### src/rtl/serial_adder.sv
// -----------------------------------------------------------------------------
// serial_adder
//
// Bit-serial adder. It computes a + b + cin one bit per clock, LSB first,
// through a single full adder and a carry flop. An operation takes WIDTH
// SHIFT cycles plus a one-cycle DONE state. The minimum start-to-start
// interval is therefore WIDTH + 2 cycles.
//
// Ports
//   clk    in   rising-edge clock for all state
//   rst_n  in   asynchronous, active-low reset
//   start  in   request to begin an addition (honoured only in IDLE)
//   a, b   in   WIDTH-bit operands, sampled when start is accepted
//   cin    in   carry-in, sampled when start is accepted
//   busy   out  high while the FSM is in SHIFT
//   done   out  one-cycle pulse while the FSM is in DONE
//   sum    out  result (a + b + cin) mod 2^WIDTH, held until the next result
//   cout   out  carry-out of the addition, held like sum
//   ovf    out  (only with SERIAL_ADDER_OVF_EN) signed overflow,
//               equal to the carry into the MSB XOR cout, held like cout
//
// Configuration
//   SERIAL_ADDER_OVF_EN  define this macro to add the ovf output and its logic.
// -----------------------------------------------------------------------------
module serial_adder #(
    parameter int WIDTH = 8  // legal range 2..32
) (
    input  logic             clk,
    input  logic             rst_n,
    input  logic             start,
    input  logic [WIDTH-1:0] a,
    input  logic [WIDTH-1:0] b,
    input  logic             cin,
    output logic             busy,
    output logic             done,
    output logic [WIDTH-1:0] sum,
    output logic             cout
`ifdef SERIAL_ADDER_OVF_EN
    ,
    output logic             ovf
`endif
);

    localparam int CNT_W = $clog2(WIDTH);

    typedef enum logic [1:0] {
        IDLE  = 2'd0,
        SHIFT = 2'd1,
        DONE  = 2'd2
    } state_e;

    state_e           state_q, state_d;
    logic [WIDTH-1:0] a_q, a_d;
    logic [WIDTH-1:0] b_q, b_d;
    logic [WIDTH-1:0] acc_q, acc_d;   // partial sum, filled from the MSB side
    logic [WIDTH-1:0] sum_q, sum_d;   // visible result, written only on the last bit
    logic             carry_q, carry_d;
    logic             cout_q, cout_d;
    logic [CNT_W-1:0] cnt_q, cnt_d;
`ifdef SERIAL_ADDER_OVF_EN
    logic             ovf_q, ovf_d;
`endif

    logic fa_sum;
    logic fa_carry;
    logic last_bit;

    // One full-adder slice working on the current operand LSBs.
    assign fa_sum   = a_q[0] ^ b_q[0] ^ carry_q;
    assign fa_carry = (a_q[0] & b_q[0]) | (carry_q & (a_q[0] ^ b_q[0]));
    assign last_bit = (cnt_q == CNT_W'(WIDTH - 1));

    // -------------------------------------------------------------------------
    // FSM: state register
    // -------------------------------------------------------------------------
    // NOTE: sequential state uses non-blocking (<=) so every flop samples the
    // pre-edge values; blocking (=) here would create order-dependent logic.
    always_ff @(posedge clk or negedge rst_n) begin
        if (!rst_n) begin
            state_q <= IDLE;
        end else begin
            state_q <= state_d;
        end
    end

    // -------------------------------------------------------------------------
    // FSM: next-state logic
    // -------------------------------------------------------------------------
    // NOTE: every combinational output gets a default before the case so that
    // no path leaves it unassigned, which would otherwise infer a latch.
    always_comb begin
        state_d = state_q;
        unique case (state_q)
            IDLE:    if (start) state_d = SHIFT;
            SHIFT:   if (last_bit) state_d = DONE;
            DONE:    state_d = IDLE;
            default: state_d = IDLE;
        endcase
    end

    // -------------------------------------------------------------------------
    // FSM: outputs (pure decode of the state, so reset clears them at once)
    // -------------------------------------------------------------------------
    always_comb begin
        busy = 1'b0;
        done = 1'b0;
        unique case (state_q)
            SHIFT:   busy = 1'b1;
            DONE:    done = 1'b1;
            default: ;
        endcase
    end

    // -------------------------------------------------------------------------
    // Datapath next-state
    // -------------------------------------------------------------------------
    always_comb begin
        a_d     = a_q;
        b_d     = b_q;
        acc_d   = acc_q;
        sum_d   = sum_q;
        carry_d = carry_q;
        cout_d  = cout_q;
        cnt_d   = cnt_q;
`ifdef SERIAL_ADDER_OVF_EN
        ovf_d   = ovf_q;
`endif
        if (state_q == IDLE && start) begin
            a_d     = a;
            b_d     = b;
            carry_d = cin;
            cnt_d   = '0;
        end else if (state_q == SHIFT) begin
            a_d     = a_q >> 1;
            b_d     = b_q >> 1;
            acc_d   = {fa_sum, acc_q[WIDTH-1:1]};
            carry_d = fa_carry;
            cnt_d   = cnt_q + CNT_W'(1);
            // Publish the result only once the last bit has been formed, so
            // the partial sum in acc_q is never visible on sum.
            if (last_bit) begin
                sum_d  = {fa_sum, acc_q[WIDTH-1:1]};
                cout_d = fa_carry;
`ifdef SERIAL_ADDER_OVF_EN
                // carry_q is the carry into the MSB during the final slice.
                ovf_d  = carry_q ^ fa_carry;
`endif
            end
        end
    end

    always_ff @(posedge clk or negedge rst_n) begin
        if (!rst_n) begin
            a_q     <= '0;
            b_q     <= '0;
            acc_q   <= '0;
            sum_q   <= '0;
            carry_q <= 1'b0;
            cout_q  <= 1'b0;
            cnt_q   <= '0;
`ifdef SERIAL_ADDER_OVF_EN
            ovf_q   <= 1'b0;
`endif
        end else begin
            a_q     <= a_d;
            b_q     <= b_d;
            acc_q   <= acc_d;
            sum_q   <= sum_d;
            carry_q <= carry_d;
            cout_q  <= cout_d;
            cnt_q   <= cnt_d;
`ifdef SERIAL_ADDER_OVF_EN
            ovf_q   <= ovf_d;
`endif
        end
    end

    assign sum  = sum_q;
    assign cout = cout_q;
`ifdef SERIAL_ADDER_OVF_EN
    assign ovf  = ovf_q;
`endif

endmodule
### config.mk
export PLATFORM = sky130hd
export DESIGN_NAME = serial_adder
export DESIGN_NICKNAME = d
export VERILOG_FILES = /design/src/rtl/serial_adder.sv
export SDC_FILE = /design/constraint.sdc
export NUM_CORES = 1
export LEC_CHECK = 0
export ABC_AREA = 0
export CAP_MARGIN = 30
export CORE_MARGIN = 3
export CORE_UTILIZATION = 53
export CTS_BUF_LIST = sky130_fd_sc_hd__clkbuf_8
export DETAILED_ROUTE_END_ITERATION = 16
export GPL_TIMING_DRIVEN = 0
export HOLD_SLACK_MARGIN = 0.08
export PLACE_DENSITY = 0.81
export SYNTH_ARGS = -nofsm -noshare
export SYNTH_HDL_FRONTEND = slang
export SYNTH_SLANG_ARGS = --single-unit
### constraint.sdc
create_clock -name clk -period 1.85 [get_ports clk]
set_input_delay 0.37 -clock clk [delete_from_list [all_inputs] [get_ports clk]]
set_output_delay 0.37 -clock clk [all_outputs]
set_load 0.005 [all_outputs]
* After elaboration in Yosys (flattened, before gate mapping)
Cells that the tools add are included.
Word-level totals: flip-flop bits (word level) 39, logic and storage cells 39, bits of input ports 20
Cells by class: reductions and logical operators 6, mux-type cells 13, bitwise logic cells 6, equal/unequal tests 5, $add $sub $neg 1
Operator list (number):
- $mux 8 | 4
- $mux 3 | 2
- $mux 1 | 4
- $mux 2 | 2
- $ne 2x2->1 const B | 2
- $pmux 2 s2 | 1
- $reduce_and 2->1 | 2
- $add 3x1->3 const B | 1
- $eq 3x3->1 const B | 1
- $reduce_and 3->1 | 1
- $and 1x1->1 | 2
- $eq 2x1->1 const B | 1
- $eq 2x2->1 const B | 1
- $logic_not 2->1 | 1
- $reduce_bool 2->1 | 1
- $xor 1x1->1 | 2
- $logic_and 1x1->1 | 1
- $not 1->1 | 1
- $or 1x1->1 | 1

* Logic depth before layout (Yosys ltp)
Gate-level depths: netlist of the first run.
depth after elaboration 5, depth in mapped cells 7, mapped depth without buffers 4

* Worst setup path after synthesis of the first run
OpenSTA, ideal clock, no wires.
kind register to register, start reg cnt_q[0], end reg cout_q (netlist: cout), setup time 125 ps, arrival 1229 ps, period minus slack after synthesis 1354 ps, path slack 496 ps, stages on the path, launching flop included 5, cell sequence dfrtp_1 -> ha_1 -> ha_1 -> nand2_8 -> mux2_4
On the way: word-level cells in the longest chain between the ends 2
Ends and longest elaborated chain:
- start: declaration | line 59 | logic [CNT_W-1:0] cnt_q, cnt_d;
- start signal: assignment | line 171 | cnt_q <= cnt_d;
- $eq 3x3->1 | line 71 | assign last_bit = (cnt_q == CNT_W'(WIDTH - 1));
- $reduce_and 3->1 (no line)
- end signal: assignment | line 170 | cout_q <= cout_d;
- end: declaration | line 58 | logic cout_q, cout_d;
No other way between the ends. A chain may end at the register's enable or synchronous reset.

* Final worst setup path of the first run
start reg state_q[1], end out busy
On the way: word-level cells in the longest chain between the ends 2
Ends and longest elaborated chain:
- start: declaration | line 52 | state_e state_q, state_d;
- start signal: assignment | line 82 | state_q <= state_d;
- $eq 2x1->1 | line 107 | unique case (state_q)
- $mux 1 | line 107
- end: declaration | line 34 | output logic busy,
No other way between the ends.

==> impl_metrics.yaml, run 1 <==
hold_path:
  min_path_type: "input port to asynchronous set/reset pin"
cts:
  cts_tree: "built"
  cts_root_buf: "clkbuf_8"
  cts_sinks: 38
  cts_buffers: 5
  cts_buffer_depth: 2
  cts.htree.levels: 2
  clk_pin_slew_ns: 0.07
  holdBufCountCts: 0
  clkLatencyLatePin_ns: 0.29
grt:
  grt_max_degree: 39
  grt_pass1_vias: 1245
  antenna_found_initial: 0
  track_usage: 0.2162
  overflow: 0
  grt_pass1_wl_um: 5768
critical_path:
  cp_slowest_stage_delay_ns: 0.44
  reg2reg_depth: 4
  cp_common_cell: "buf_6"
  worst-path-stages: 5
  path_cells: "nand2b_4 -> buf_6 -> inv_8 -> buf_6 -> dlygate4sd2_1"
  r2r_start: "cnt_q[0]"
  r2r-end: "sum[7]"
  critPathMaxFanout: 10
  cpMaxStageDelayCell: "dfrtp_2"
  start_kind: "flip-flop"
  crit_path_end_kind: "output port"
  path_buf_inv: 4
  critical_path_class: "flip-flop to output port"
  required_ns: 1.48
  rrSetupSlack_ns: 0.41
  crit_start: "state_q[1]"
  cp_top_family: "buffers and inverters"
  arrival_ns: 1.43
die:
  rows: 19
  ios: 31
  die_h_um: 61.89
  die-area_um2: 3830
  core_um2: 2877
  die_w_um: 61.89
  initial_utilization: 0.5755
timing:
  max_slew_margin: 0.4422
  fin_crit_sh: 0.9745
  tightest_slew_ns: 0.8366
  clock_skew_ns: 0.003017
  slew_violations: 0
  rsz0062_at_grt: "no"
  final.min_clock_period_ns: 1.803
  hold_viol: 0
  setup_viol: 0
  max_freq_ghz: 0.5547
final_layout:
  nNetsFinal: 200
  areaGrowthSynthToFinish_pct: 30.46
  stdcell_count: 219
  n_antenna_cell: 0
  post_route_cells_drive_above_1_share: 0.2034
run_status:
  outcome: "complete, no violations"
logic_synthesis:
  synth.distinct_cells: 25
  async_flop_share: 1.000
  synth_edf_count: 0
  yosysWarnings: 0
  netlist_top_cells_count: "38 x dfrtp_1, 23 x nand2_1, 20 x o22ai_1, 9 x mux2_4, 8 x a2bb2oi_1"
  synth.avg_cell_area_um2: 12.08
  ys_ff_latch: 38
  synthTopCellsByArea: "dfrtp_1 57%, mux2_4 8.2%, o22ai_1 7.6%"
  synth_top_area_share: 0.5745
  yosys.area.top_type: "dfrtp_1"
  ys.flop_type: "dfrtp_1"
  synth_most_common_cell: "dfrtp_1"
  synthCells: 137
  netlist_area_um2: 1655
  ys_seq_area_frac: 0.5745
  syn-num-nets: 160
drt:
  ant_nets: 0
  vias: 1256
  drt_iter0_drc: 68
  via_per_inst: 5.735
  drc_errors: 0
  drt_pass1_iterations: 4
  wire_per_inst_um: 16.32
  wirelength_um: 3574
place:
  io_buffers: 30
  hpwl_um: 2378
  placed_cells: 209
  place.gp.congestion: 0.8281
flow_run:
  maxCapViolCount: 0
power:
  ir_drop_mv: 0.9671
  power_density_nw_per_um2: 1724
  total_power_uw: 3723
  p_leak_uw: 0.001008
-- cells by family (layout without fill, tap and decap cells) --
group	count (synthesis)	after routing	share of synthesized area
compound gates	43	43	0.1761
flops	38	38	0.5745
simple gates	32	32	0.09449
buf+inv	12	52	0.04611
mux	9	9	0.08163
fa+ha+maj	3	3	0.02721
-- cells in the final DEF, fill, tap and decap left out --
| master | instances |
|---|---|
| dfrtp_1 | 36 |
| clkdlybuf4s50_1 | 27 |
| nand2_1 | 23 |
| o22ai_1 | 20 |
| mux2_4 | 9 |
| a2bb2oi_1 | 8 |
| a21oi_1 | 7 |
| buf_4 | 6 |
| clkbuf_8 | 6 |
| buf_2 | 4 |
| o21ai_0 | 3 |
| buf_6 | 2 |
| nor2_1 | 2 |
| inv_1 | 2 |
| nand2b_1 | 2 |
| a22o_1 | 2 |
| ha_1 | 2 |
| dfrtp_2 | 2 |
| nand2b_4 | 1 |
| inv_8 | 1 |
| clkinvlp_4 | 1 |
| o21bai_1 | 1 |
| nor2_2 | 1 |
| or4b_1 | 1 |
| o221a_2 | 1 |
| nand2_8 | 1 |
| and2b_1 | 1 |
| a32o_1 | 1 |
| fa_1 | 1 |
| bufinv_16 | 1 |
| dlygate4sd2_1 | 1 |
| dlymetal6s2s_1 | 1 |
-- worst max path at each step --
stage,end,slack (ns)
global placement,a_q[4],-0.39
floorplan,cout,0.50
CTS,done,0.009
detailed placement,done,-0.04
finish,busy,0.05
global route,busy,0.003
-- area by class of cell --
| cell class | count | area, um2 |
|---|---|---|
| Clock inverter | 1 | 30.03 |
| Multi-Input combinational cell | 87 | 635.6 |
| Inverter | 4 | 26.28 |
| Clock buffer | 6 | 82.58 |
| Tap cell | 42 | 52.55 |
| Timing Repair Buffer | 35 | 334.1 |
| Fill cell | 206 | 716.9 |
| Buffer | 6 | 45.04 |
| Sequential cell | 38 | 953.4 |
-- stage by stage --
stage | hold slack, ns | utilization | setup WS [ns] | instance area [um2] | setup TNS (ns)
4_1_cts | 0.1936 | 0.7460 | 0.009317 | 2146 | 0
6_report | 0.1754 | 0.7508 | 0.04716 | 2160 | 0
3_5_place_dp | 0.4676 | 0.6964 | -0.04210 | 2003 | -0.04210
2_1_floorplan | 0.07441 | - | 0.4962 | 1655 | 0
5_1_grt | 0.2354 | 0.7508 | 0.003037 | 2160 | 0
3_3_place_gp | 0.4648 | 0.6981 | -0.3948 | 2008 | -15.00
-- metal layers --
| metal | up-vias | part of all wire | track usage |
|---|---|---|---|
| li1 | 575 | - | - |
| met1 | 615 | 0.39 | 0.2560 |
| met2 | 60 | 0.52 | 0.3468 |
| met3 | 6 | 0.071 | 0.07231 |
| met4 | 0 | 0.021 | 0.1182 |
| met5 | - | 0 | 0 |
-- report_power, final --
group / leakage [uW] / switching [uW] / total, uW / internal, uW
sequential: 0.000458 / 282 / 1510 / 1220
combinational: 0.000494 / 638 / 1500 / 862
clock: 0.0000573 / 286 / 717 / 431
total: 0.00101 / 1210 / 3720 / 2520
-- flip-flops by register name (all words and copies together) (netlist names) --
register and cells:
b_q 8, carry_q 1, state_q 2, acc_q 7, cout 1, a_q 8
sum 8, cnt_q 3
-- what timing repair did --
action                     in CTS  in global routing
setup endpoints to repair       2                  2
gates resized for setup         4                  2
buffers inserted                3                  2
Note: power is estimated with default switching activity, not from simulation.
==> run 2: changes to the inputs <==
--- a/config.mk
+++ b/config.mk
@@ -8,12 +8,13 @@
 export ABC_AREA = 0
 export CAP_MARGIN = 30
 export CORE_MARGIN = 3
-export CORE_UTILIZATION = 53
-export CTS_BUF_LIST = sky130_fd_sc_hd__clkbuf_8
+export CORE_UTILIZATION = 51
 export DETAILED_ROUTE_END_ITERATION = 16
+export GPL_ROUTABILITY_DRIVEN = 0
 export GPL_TIMING_DRIVEN = 0
 export HOLD_SLACK_MARGIN = 0.08
-export PLACE_DENSITY = 0.81
+export PLACE_DENSITY = 0.78
+export REMOVE_ABC_BUFFERS = 1
 export SYNTH_ARGS = -nofsm -noshare
 export SYNTH_HDL_FRONTEND = slang
 export SYNTH_SLANG_ARGS = --single-unit
==> impl_metrics.yaml, run 2 (synthesis results as in run 1) <==
run_status:
  outcome: "complete, no violations"
hold_path:
  min_path_type: "input port to asynchronous set/reset pin"
final_layout:
  final_common_cell: "dfrtp_1"
  n_antenna_cell: 0
  final_cell_mix: "36 x dfrtp_1, 27 x clkdlybuf4s50_1, 23 x nand2_1"
  post_route_cells_drive_above_1_share: 0.1839
  regArea_um2: 953.4
  multi_input_area_um2: 635.6
  fillers: 250
  areaGrowthSynthToFinish_pct: 25.77
  nNetsFinal: 196
  final_util: 0.6764
critical_path:
  critPathMaxFanout: 11
  path_cells: "buf_4 -> nand2b_4 -> clkinv_8 -> clkdlybuf4s15_1"
  cp-endpoint: "busy"
  crit_start: "state_q[1]"
  critical_path_class: "flip-flop to output port"
  rrSetupSlack_ns: 0.26
  r2r-end: "a_q[3]"
  crit_path_end_kind: "output port"
  arrival_ns: 1.40
  required_ns: 1.48
  cp_slowest_stage_delay_ns: 0.43
  reg2reg_depth: 5
  start_kind: "flip-flop"
  r2r_start: "state_q[1]"
  cpMaxStageDelayCell: "dfrtp_2"
power:
  p_leak_uw: 0.0009575
  total_power_uw: 3362
  power_density_nw_per_um2: 1615
  swShare: 0.3404
  power_frac_comb: 0.423
  switching_power_uw: 1144
  pwr-share-seq: 0.440
  p_int_uw: 2218
  ir_drop_mv: 0.8696
  pwr-share-clk: 0.137
timing:
  final.min_clock_period_ns: 1.773
  max_slew_margin: 0.4462
  setup_viol: 0
  layout_setup_ws_ns: 0.07691
  slew_violations: 0
  max_freq_ghz: 0.5640
  hold_viol: 0
  rsz0062_at_grt: "no"
  fin_crit_sh: 0.9584
  fin_setup_tns_ns: 0
  tightest_slew_ns: 0.8307
  clock_skew_ns: 0.01164
  holdWs_ns: 0.09294
drt:
  wire_per_inst_um: 15.08
  drc_errors: 0
  via_per_inst: 5.550
  drt_iter0_drc: 31
  ant_nets: 0
  wirelength_um: 3287
  vias: 1210
  drt_pass1_iterations: 4
cts:
  cts_buffers: 5
  cts_sinks: 38
  cts_buffer_depth: 2
  holdBufCountCts: 0
  cts.htree.levels: 2
  cts_root_buf: "clkbuf_4"
  clk_pin_slew_ns: 0.12
  cts_tree: "built"
  clkLatencyLatePin_ns: 0.36
place:
  hpwl_um: 2105
  post-place-ws_ns: -0.2722
  io_buffers: 30
grt:
  grt_pass1_vias: 1198
  overflow: 0
  track_usage: 0.1816
  grt_pass1_wl_um: 5602
  grt_max_degree: 39
  antenna_found_initial: 0
die:
  die_w_um: 62.97
  die-area_um2: 3965
  ios: 31
  core_um2: 3078
  rows: 20
  initial_utilization: 0.5378
  die_h_um: 62.97
flow_run:
  maxCapViolCount: 0
[run 2: stage by stage]
| step | area, um2 | cells |
|---|---|---|
| 2_1_floorplan | 1602 | 129 |
| 3_3_place_gp | 1957 | 203 |
| 3_5_place_dp | 1952 | 203 |
| 4_1_cts | 2076 | 218 |
| 5_1_grt | 2082 | 218 |
| 6_report | 2082 | 218 |
[run 2: timing repair]
action                     CTS  global route
setup endpoints to repair    2             1
buffers inserted             7             0
pin swaps                    0             0
gates resized for setup      7             2
[run 2: critical path: cells and delay by family (launching register included)]
family	cells	cell delay [ns]
DFF	1	0.43
buffers and inverters	3	0.45
and+or+nand+nor	1	0.17
[run 2: worst min path at each step]
stage,cells after the start,end
2_1_floorplan,0,a_q[0]
3_3_place_gp,2,acc_q[1]
3_5_place_dp,2,acc_q[2]
4_1_cts,1,sum[0]
5_1_grt,1,sum[0]
6_report,1,sum[0]
[run 2: power groups by stage]
| stage | registers, uW | logic (uW) | clock network (uW) |
|---|---|---|---|
| floorplan | 1440 | 913 | 0 |
| global placement | 1480 | 1290 | 0 |
| detailed placement | 1490 | 1350 | 0 |
| CTS | 1480 | 1420 | 466 |
| global route | 1530 | 1590 | 511 |
| finish | 1480 | 1420 | 462 |
[run 2: per-layer routing]
layer  wire [um]  vias up  GRT usage
li1            -      572          -
met5           0        -          0
met2        1574       37     0.2912
met1        1472      596     0.2309
met4          53        0    0.06612
met3         187        5    0.05576
[run 2: area by class of cell]
cell class	instances	area share
clock buffers	7	0.02644
well taps	44	0.02644
inverters	4	0.01502
repair buffers	37	0.1665
clock inverters	1	0.002404
flip-flops and latches	38	0.4579
multi-input cells	87	0.3053
==> run 3: changes to the inputs <==
--- a/config.mk
+++ b/config.mk
@@ -7,7 +7,6 @@
 export LEC_CHECK = 0
 export ABC_AREA = 0
 export CAP_MARGIN = 30
-export CORE_MARGIN = 3
 export CORE_UTILIZATION = 51
 export DETAILED_ROUTE_END_ITERATION = 16
 export GPL_ROUTABILITY_DRIVEN = 0
==> impl_metrics.yaml, run 3 (synthesis results as in run 1) <==
drt:
  wire_per_inst_um: 14.87
  drc_errors: 0
  drt_pass1_iterations: 4
  vias: 1213
  via_per_inst: 5.590
  ant_nets: 0
  drt_iter0_drc: 46
  wirelength_um: 3227
cts:
  cts_root_buf: "clkbuf_4"
  clk_pin_slew_ns: 0.11
  clkLatencyLatePin_ns: 0.34
  holdBufCountCts: 0
  cts_buffer_depth: 2
  cts_sinks: 38
  cts.htree.levels: 2
  cts_tree: "built"
  cts_buffers: 5
power:
  total_power_uw: 3307
  ir_drop_mv: 0.7735
  p_leak_uw: 0.0009505
  power_density_nw_per_um2: 1603
critical_path:
  required_ns: 1.48
  r2r_start: "state_q[1]"
  arrival_ns: 1.29
  critPathMaxFanout: 3
  r2r-end: "a_q[3]"
  rrSetupSlack_ns: 0.38
  reg2reg_depth: 4
  critical_path_class: "flip-flop to output port"
  start_kind: "flip-flop"
  crit_path_end_kind: "output port"
timing:
  hold_viol: 0
  fin_setup_tns_ns: 0
  max_slew_margin: 0.4464
  slew_violations: 0
  max_freq_ghz: 0.6034
  clock_skew_ns: 0.01349
  rsz0062_at_grt: "no"
  final.min_clock_period_ns: 1.657
  fin_crit_sh: 0.8959
  setup_viol: 0
  tightest_slew_ns: 0.8304
final_layout:
  final_common_cell: "dfrtp_1"
  regArea_um2: 953.4
  post_route_cells_drive_above_1_share: 0.1850
  fillers: 251
  areaGrowthSynthToFinish_pct: 24.64
  final_cell_mix: "36 x dfrtp_1, 27 x clkdlybuf4s50_1, 23 x nand2_1"
  n_antenna_cell: 0
  multi_input_area_um2: 635.6
  nNetsFinal: 196
grt:
  grt_max_degree: 39
  grt_pass1_wl_um: 5382
  overflow: 0
  antenna_found_initial: 0
  grt_pass1_vias: 1166
  track_usage: 0.2146
die:
  die_w_um: 58.97
  core_um2: 3078
  die-area_um2: 3477
  initial_utilization: 0.5378
  ios: 31
  rows: 20
  die_h_um: 58.97
place:
  io_buffers: 30
  hpwl_um: 2172
flow_run:
  maxCapViolCount: 0
hold_path:
  min_path_type: "input port to asynchronous set/reset pin"
run_status:
  outcome: "complete, no violations"
## run 3: layout make-up
class                   count  share of cell area
well taps                  44             0.02668
clock inverters             2            0.004851
multi-input cells          87              0.3081
clock buffers               5             0.01819
flip-flops and latches     38              0.4621
repair buffers             37              0.1674
inverters                   4             0.01273
## run 3: stage by stage
step           utilization  hold slack (ns)  worst slack (ns)  instance area (um2)  instances
6_report            0.6703           0.1119            0.1926                 2063        217
5_1_grt             0.6703           0.1511            0.1409                 2063        217
4_1_cts             0.6703           0.1184            0.1931                 2063        217
3_5_place_dp        0.6341           0.4717           -0.2336                 1952        203
3_3_place_gp        0.6358           0.4597           -0.3590                 1957        203
2_1_floorplan            -          0.07441            0.3137                 1602        129
## run 3: worst max path at each step
stage,from,endpoint,slack (ns),cells past startpoint
4_1_cts,state_q[1],done,0.19,4
6_report,state_q[1],done,0.19,4
3_3_place_gp,rst_n,a_q[1],-0.36,1
5_1_grt,state_q[1],done,0.14,4
3_5_place_dp,state_q[1],busy,-0.23,3
2_1_floorplan,state_q[1],cout,0.31,4
## run 3: power breakdown
group	total [uW]	switching, uW	leakage, uW	internal [uW]
clock	394	257	0.0000308	137
combinational	1420	603	0.000462	819
sequential	1490	271	0.000458	1220
total	3310	1130	0.000951	2180
## run 3: worst max-delay path: stages, from the launching register on
cell and delay (ns):
dfrtp_2 0.44, buf_4 0.15, clkinvlp_4 0.07, nor2_1 0.03
dlygate4sd2_1 0.26
## run 3: repair_timing
| action | 4_1_cts | 5_1_grt |
|---|---|---|
| endpoints found under the hold margin | 0 | 0 |
| resized for setup | 7 | 0 |
| buffers inserted | 7 | 0 |
| endpoints found under the setup margin | 2 | 0 |
## run 3: routing by layer
| layer | vias up | part of all wire | track usage |
|---|---|---|---|
| met3 | 5 | 0.053 | 0.05895 |
| met1 | 592 | 0.43 | 0.2715 |
| li1 | 565 | - | - |
| met4 | 0 | 0.0071 | 0.07143 |
| met2 | 51 | 0.51 | 0.3571 |
| met5 | - | 0 | 0 |
